### config.mk
export PLATFORM = sky130hd
export DESIGN_NAME = line_readout_scheduler
export DESIGN_NICKNAME = d
export VERILOG_FILES = /design/src/rtl/line_readout_scheduler.sv
export SDC_FILE = /design/constraint.sdc
export NUM_CORES = 1
export LEC_CHECK = 0
export CAP_MARGIN = 20
export CORE_ASPECT_RATIO = 0.9
export CORE_MARGIN = 2
export CORE_UTILIZATION = 25
export DETAILED_ROUTE_END_ITERATION = 8
export GPL_TIMING_DRIVEN = 1
export SLEW_MARGIN = 10
export SYNTH_ARGS = -nofsm -noshare
export SYNTH_HDL_FRONTEND = slang
export SYNTH_SLANG_ARGS = --single-unit
### constraint.sdc
create_clock -name CLK -period 7.7 [get_ports CLK]
set_input_delay 1.54 -clock CLK [delete_from_list [all_inputs] [get_ports CLK]]
set_output_delay 1.54 -clock CLK [all_outputs]
set_load 0.005 [all_outputs]
### src/rtl/line_readout_scheduler.sv
// Streams selected lines of a frame out of a line buffer as a valid/ready pixel stream.
// One pixel per 3 cycles at best (address, registered read, send); OUT_READY low holds the pixel in place.
module line_readout_scheduler #(
  parameter int H = 752,
  parameter int V = 480,
  localparam int AW = $clog2(H),
  localparam int LW = $clog2(V)
) (
  input  logic          CLK,
  input  logic          RST,
  input  logic          START,
  input  logic [LW-1:0] FIRST_LINE,
  input  logic [LW-1:0] LINE_STEP,
  input  logic          LINE_READY,
  input  logic [7:0]    BUF_DATA,
  output logic [LW-1:0] INTERESTING_LINE,
  output logic [AW-1:0] READ_ADDRESS,
  output logic          RESET_READY_FLAG,
  output logic [7:0]    OUT_DATA,
  output logic          OUT_VALID,
  input  logic          OUT_READY,
  output logic          OUT_LAST,
  output logic [LW-1:0] OUT_LINE,
  output logic          BUSY,
  output logic          DONE
);

  localparam logic [2:0] S_IDLE    = 3'd0;
  localparam logic [2:0] S_WAIT    = 3'd1;
  localparam logic [2:0] S_ADDR    = 3'd2;
  localparam logic [2:0] S_LATCH   = 3'd3;
  localparam logic [2:0] S_SEND    = 3'd4;
  localparam logic [2:0] S_RELEASE = 3'd5;

  localparam logic [LW:0]   LAST_LINE = (LW+1)'(V - 1);
  localparam logic [AW-1:0] LAST_COL  = AW'(H - 1);

  logic [2:0]    state;
  logic [LW-1:0] line_step;
  logic [LW:0]   next_line;
  logic          first_ok;
  logic          at_last;

  // One extra bit so the line advance past the frame end cannot wrap back in range.
  assign next_line        = {1'b0, OUT_LINE} + {1'b0, line_step};
  assign first_ok         = {1'b0, FIRST_LINE} <= LAST_LINE;
  assign at_last          = READ_ADDRESS == LAST_COL;
  assign BUSY             = state != S_IDLE;
  assign RESET_READY_FLAG = state == S_RELEASE;

  always_ff @(posedge CLK or posedge RST) begin
    if (RST) begin
      state            <= S_IDLE;
      line_step        <= LW'(1);
      INTERESTING_LINE <= '1;
      READ_ADDRESS     <= '0;
      OUT_DATA         <= '0;
      OUT_VALID        <= 1'b0;
      OUT_LAST         <= 1'b0;
      OUT_LINE         <= '0;
      DONE             <= 1'b0;
    end else begin
      DONE <= 1'b0;
      case (state)
        S_IDLE: begin
          INTERESTING_LINE <= '1;
          if (START) begin
            line_step <= (LINE_STEP == '0) ? LW'(1) : LINE_STEP;
            if (first_ok) begin
              INTERESTING_LINE <= FIRST_LINE;
              OUT_LINE         <= FIRST_LINE;
              READ_ADDRESS     <= '0;
              state            <= S_WAIT;
            end else begin
              DONE <= 1'b1;
            end
          end
        end
        S_WAIT: begin
          if (LINE_READY) state <= S_ADDR;
        end
        // Address is held here for the buffer's registered read.
        S_ADDR: state <= S_LATCH;
        S_LATCH: begin
          OUT_DATA  <= BUF_DATA;
          OUT_VALID <= 1'b1;
          OUT_LAST  <= at_last;
          state     <= S_SEND;
        end
        S_SEND: begin
          if (OUT_READY) begin
            OUT_VALID <= 1'b0;
            if (at_last) begin
              state <= S_RELEASE;
            end else begin
              READ_ADDRESS <= READ_ADDRESS + AW'(1);
              state        <= S_ADDR;
            end
          end
        end
        S_RELEASE: begin
          READ_ADDRESS <= '0;
          if (next_line <= LAST_LINE) begin
            INTERESTING_LINE <= next_line[LW-1:0];
            OUT_LINE         <= next_line[LW-1:0];
            state            <= S_WAIT;
          end else begin
            INTERESTING_LINE <= '1;
            DONE             <= 1'b1;
            state            <= S_IDLE;
          end
        end
        default: state <= S_IDLE;
      endcase
    end
  end

endmodule

======== After elaboration in Yosys (flattened, before gate mapping) ========
Cells that the tools add are included.
W data, S select, Z words.
cells by class
  equality and inequality tests ........... 12
  magnitude comparators ................... 2
  multiplexer cells ....................... 27
  $add $sub $neg .......................... 2
  reduce and logical (&&, ||, !) cells .... 11
operators with widths
  kind                     count
  $mux W9                  7
  $mux W10                 4
  $pmux W9 S2              2
  $pmux W10 S3             1
  $pmux W3 S6              1
  $mux W3                  5
  $add A10 B1 Y10 const B  1
  $add A9 B9 Y10           1
  $eq A10 B10 Y1 const B   1
  $le A10 B9 Y1 const B    1
  $ne A2 B2 Y1 const B     5
  $le A9 B9 Y1 const B     1
  $logic_not A9 Y1         1
  $reduce_and A4 Y1        2
  $eq A3 B2 Y1 const B     2
  $eq A3 B3 Y1 const B     2
  $reduce_bool A3 Y1       2
  $mux W1                  5
  $reduce_and A5 Y1        1
  $pmux W1 S2              2
  $reduce_and A2 Y1        2
  $reduce_bool A2 Y1       2
  $eq A3 B1 Y1 const B     1
  $logic_not A3 Y1         1
  $ne A2 B1 Y1 const B     1
storage, ports and cells
  flip-flop bits (word level) ............. 51
  input port bits ......................... 31
  output and inout port bits .............. 41
  word-level logic and storage cells ...... 63

======== Longest topological paths before layout ========
  depth in word-level cells ............... 4
  gate-level depth with buffers ........... 10
  gate-level depth less buffers ........... 9

======== Worst setup path before layout ========
Ideal clock, no wire load.
  path kind ............................... in2reg
  from .................................... in FIRST_LINE[6]
  to ...................................... reg OUT_LINE[3]
  slack ................................... 4,875 ps
  required time ........................... 7,575 ps
  stages on the path ...................... 6
  path buffers ............................ 0
  setup time .............................. 125 ps
  arrival ................................. 2,700 ps
  cell sequence ........................... nand4_1 -> nand2_1 -> nor2_1 -> nor2_1 -> a211oi_4 -> mux2_4
between the ends
  word-level cells in the longest chain between the ends .. 3
RTL lines
  item                                RTL line  source
  start: declaration                  12        input logic [LW-1:0] FIRST_LINE,
  $le A9 B9 Y1                        46        assign first_ok = {1'b0, FIRST_LINE} <= LAST_LINE;
  $ne A2 B2 Y1 (no source line)       --
  $reduce_and A4 Y1 (no source line)  --
  end signal: assignment              105       OUT_LINE <= next_line[LW-1:0];
  end: declaration                    23        output logic [LW-1:0] OUT_LINE,
No other way between the ends.
A chain may end at the register's enable or synchronous reset.

======== Worst setup path after layout ========
  from .................................... reg state[0]
  to ...................................... out RESET_READY_FLAG
between the ends
  word-level cells in the longest chain between the ends .. 1
RTL lines
  item                      RTL line  source
  start: declaration        38        logic [2:0] state;
  start signal: assignment  53        state <= S_IDLE;
  start signal: assignment  73        state <= S_WAIT;
  start signal: assignment  80        if (LINE_READY) state <= S_ADDR;
  $eq A3 B3 Y1              49        assign RESET_READY_FLAG = state == S_RELEASE;
  end: declaration          18        output logic RESET_READY_FLAG,
No other way between the ends.

==> flow_results.org <==
** Clocking
- The H-tree generated during clock tree synthesis spans 2 levels.
- Latest clock arrival within the worst-skew pair :: around 0.29 ns
- Maximum root-to-sink buffer count :: 2
- Counting every sink on the clock net gives slightly above 50.
- In this run, CTS created clock tree buffers numbering 5.
- CTS tree :: yes
- Clock-pin slew was measured on the worst setup and hold paths at roughly 0.070 ns.
- # resized after CTS :: 0
- The number of hold buffers added after CTS was 0.
- Root buf cell :: sky130_fd_sc_hd__clkbuf_16
- The number of setup buffers added after CTS is 0.

** Worst setup path
- The worst setup path is of the reg2out kind.
- Across all register-to-register paths, the minimum setup slack is 4.52 ns.
- In this run the worst path has a maximum fanout of 16.
- At the worst endpoint, the arrival time is around 2.3 ns.
- The cell family contributing the most delay on the critical path is buffers and inverters.
- Critical path cell sequence :: nor2b_1, nand2_1, clkinv_1, clkdlybuf4s50_1
- Required @ worst endpoint :: 6.16 ns
- Reg2reg path depth :: 9
- Startpoint type of the worst setup path :: register
- For this run, the slowest stage of the critical path takes about 0.54 ns.
- The endpoint identified for the worst register-to-register timing path is OUT_LINE[2].
- On the critical path, the stage with the largest delay is an instance of sky130_fd_sc_hd__clkdlybuf4s50_1.
- Critical path endpoint category :: primary output
- The critical path contains buffers and inverters numbering 2 combined.
- FF-to-FF Start :: line_step[0]

** Die
- For this configuration, the core starts out at a cell density of around a quarter.
- After floorplanning, the core was sized to cover about 11000 sq um.
- Die Wd :: between 100 and 150 microns
- Overall die area :: between 10000 and 15000 sq um
- From bottom edge to top edge, the die measures approximately 110 microns.
- Number of rows created at floorplan :: 37
- During I/O placement, the number of pins put on the boundary was 72.

** GRT
- Sum of overflow across all layers after global routing :: 0
- Across every metal layer, demand over resource in global routing totals between 10 and 15%.
- The first global-routing pass estimated approximately 13000 microns of wire.
- Maximum number of pins on one net before global-route repair :: 52
- The number of global-route vias before repair is between 2000 and 2500.
- The initial antenna violation count came to 0.

** Timing
- The number of pins with negative max-slew slack in the final report was 0.
- For the pin with the worst max-slew slack, the measured transition is 0.828 ns.
- Maximum clock rate :: about 260 MHz
- In this run the tightest slew margin relative to its limit is ~45%.
- Across the routed clock network, the largest skew measured is around 0.0049 ns.
- In the finished design, the share of the clock period the worst path needs comes to about half.
- The final hold violation count is 0.
- Setup TNS after final layout :: 0 ns
- Minimum period implied by the final worst setup slack :: about 3.9 ns
- Setup violations remaining at the end of the flow were counted as 0.
- Setup repair after global routing left no endpoint under its margin.

** Synth
- Post-Syn Nets :: about 330
- Cell area after synthesis :: between 2000 and 3000 sq um
- A synthesized cell averages roughly 10 sq um.
- By area, the combinational part of the netlist is dominated by simple AND/OR/NAND/NOR gates.
- Of the total synthesized cell area, the portion taken by XOR and XNOR cells is under 10%.
- Most used flip-flop cell after synthesis :: sky130_fd_sc_hd__dfrtp_1
- Seq/Total Area, Yosys :: around 44%
- Of the total synthesized cell area, the portion taken by AND, OR, NAND and NOR gates is about 18%.
- Fraction of synthesized area in multiplexers :: slightly below 8%
- Number of synthesized register bits :: 51
- Area fraction in compound gates after synthesis :: roughly 17%
- Share of async-settable or async-resettable flops after synthesis :: 100%
- The synthesized design contains 0 enable-type register cells.
- Yosys printed 0 warnings.
- Number of distinct standard cells referenced by the synthesized netlist :: 61
- The synthesized netlist devotes under 10% of its cell area to adder and majority cells.
- Post-Synthesis Cells :: approximately 290

** Run
- The tool flagged a number of max-cap violations equal to 0.

** Routing
- Detailed Route Iter0 Violations :: between 100 and 150
- The first TritonRoute pass finished after 4 iterations.
- In this run the remaining antenna-violating nets after routing total 0.
- WL per Instance :: 14.8 microns
- Dividing the detail-routed via count by the number of cells gives approximately 4.8.
- Post-detailed-route DRC marker count :: 0
- Final wirelength :: 7590 microns
- Vias after detailed routing :: roughly 2500

** Layout
- Multi-input logic area :: between 1500 and 2000 sq um
- The layout has between 1000 and 1500 filler cells.
- Final net count :: between 300 and 400
- Area added between synthesis and finish :: 35.2%
- Non-filler instance count after layout :: 514
- Fraction of layout cells with a size suffix above 1 :: between 10 and 15%
- Inserted Diodes :: 0
- Final instance area :: between 3000 and 4000 sq um
- FF/Latch Area :: about 1300 sq um

** Hold path
- Min-Delay Path Class :: reg2reg
- The worst hold path terminates at OUT_LAST.
- Along the worst hold path, the cell count comes to 2.
- The worst hold path begins at OUT_LAST.

** Pwr
- The analysis attributes to cell leakage a power of 0.00159 uW.
- VDD sags by at most between 0.1 and 0.15 mV.
- Power comes to ~1700 uW.
- Power Dens Cells :: ~430 nW/um^2

** Placed design
- The HPWL after detailed placement is 5780 microns.
- Including well taps, the total number of placed cells is between 500 and 600.
- IO buf count :: 71
- Post-place instance area :: 3760 sq um
- The congestion estimate from routability-driven global placement came to 0.859.

** Run status
- Run status :: finished clean
## tightest hold or removal path, stage by stage (launching register included)
cell                      delay (ns)
sky130_fd_sc_hd__dfrtp_1        0.35
sky130_fd_sc_hd__nand2_1        0.05
sky130_fd_sc_hd__o21ai_0        0.07
## Yosys cell counts (2+ instances only)
cell type / instances / area share, %
sky130_fd_sc_hd__dfrtp_1: 41 / 35
sky130_fd_sc_hd__nand2_1: 29 / 3.7
sky130_fd_sc_hd__nor2_1: 22 / 2.8
sky130_fd_sc_hd__mux2_2: 17 / 6.6
sky130_fd_sc_hd__a21oi_1: 16 / 2.8
sky130_fd_sc_hd__o21ai_0: 13 / 2.2
sky130_fd_sc_hd__inv_1: 12 / 1.5
sky130_fd_sc_hd__dfstp_2: 10 / 9.0
sky130_fd_sc_hd__ha_1: 10 / 4.3
sky130_fd_sc_hd__nand3_1: 9 / 1.5
sky130_fd_sc_hd__xor2_1: 9 / 2.7
sky130_fd_sc_hd__nand4_1: 7 / 1.5
sky130_fd_sc_hd__o22ai_1: 7 / 1.5
sky130_fd_sc_hd__and3_1: 6 / 1.3
sky130_fd_sc_hd__clkbuf_1: 4 / 0.52
sky130_fd_sc_hd__a211oi_1: 3 / 0.77
sky130_fd_sc_hd__a211oi_2: 3 / 1.3
sky130_fd_sc_hd__a21o_1: 3 / 0.77
sky130_fd_sc_hd__a2bb2oi_1: 3 / 0.90
sky130_fd_sc_hd__buf_6: 3 / 1.2
sky130_fd_sc_hd__nand2b_1: 3 / 0.64
sky130_fd_sc_hd__nand3b_1: 3 / 0.77
sky130_fd_sc_hd__nor2b_1: 3 / 0.64
sky130_fd_sc_hd__nor3_1: 3 / 0.52
sky130_fd_sc_hd__nor3b_1: 3 / 0.77
sky130_fd_sc_hd__o211ai_1: 3 / 0.77
sky130_fd_sc_hd__a31oi_1: 2 / 0.43
sky130_fd_sc_hd__and2_1: 2 / 0.43
sky130_fd_sc_hd__mux2_4: 2 / 1.0
sky130_fd_sc_hd__nor4_1: 2 / 0.43
sky130_fd_sc_hd__o221ai_1: 2 / 0.60
sky130_fd_sc_hd__or4b_1: 2 / 0.69
sky130_fd_sc_hd__xnor2_1: 2 / 0.60
## how the worst max path moves through the flow
stage,slack [ns],end,depth (start not counted),start
6_report,3.83,RESET_READY_FLAG,4,state[0]
3_3_place_gp,4.07,OUT_LINE[4],7,FIRST_LINE[8]
2_1_floorplan,4.88,OUT_LINE[3],6,FIRST_LINE[6]
4_1_cts,3.84,RESET_READY_FLAG,4,state[0]
3_5_place_dp,4.04,OUT_LINE[3],7,FIRST_LINE[8]
5_1_grt,3.69,RESET_READY_FLAG,4,state[0]
## placed cells by master (no fill, tap or decap), drive strengths merged, types with 10 or more instances in the layout
master	count
dfstp	10
ha	10
nand2	29
clkdlybuf4s50	71
inv	14
a21oi	17
o21ai	14
dfrtp	41
nor2	22
mux2	19
## cells by family after synthesis
kind of cell	Yosys count
AO/OA/AOI/OAI	69
XOR/XNOR	11
adder cells (fa/ha/maj)	11
buffers and inverters	23
flip-flops	51
multiplexers	20
AND/OR/NAND/NOR	102
## area by class of cell
type                            count  area share [%]
Multi-Input combinational cell    213            38.3
Clock buffer                        5            3.18
Inverter                           14            1.34
Clock inverter                      3            1.18
Tap cell                          156            4.96
Sequential cell                    51            32.8
Timing Repair Buffer               72            18.3
## flip-flops by register name, summed over array words and instances (netlist names)
| register | flops |
|---|---|
| OUT_LINE | 9 |
| INTERESTING_LINE | 9 |
| OUT_LAST | 1 |
| READ_ADDRESS | 10 |
| state | 3 |
| DONE | 1 |
| OUT_VALID | 1 |
| line_step | 9 |
| OUT_DATA | 8 |
## per-stage QoR
step | hold WS [ns] | setup slack (ns) | util (%)
after floorplan | 0.473 | 4.88 | -
after global placement | 0.478 | 4.07 | 33.0
after detailed placement | 0.492 | 4.04 | 33.0
after CTS | 0.512 | 3.84 | 34.6
after global routing | 0.521 | 3.69 | 34.6
final | 0.508 | 3.83 | 34.6
## per-layer routing
metal	track usage [%]	vias to the layer above	share of wire, %
li1	-	1191	-
met1	17.2	1197	48
met2	20.3	61	47
met3	3.22	2	5.4
met4	2.58	0	0.32
met5	0	-	0
## where the power goes
part,internal (uW),leakage (uW),switching [uW]
sequential,387,0.000611,92.3
clock,155,0.0000804,104
combinational,471,0.000894,477
total,1010,0.00159,673
No activity file was read; power rests on OpenSTA's default activity.
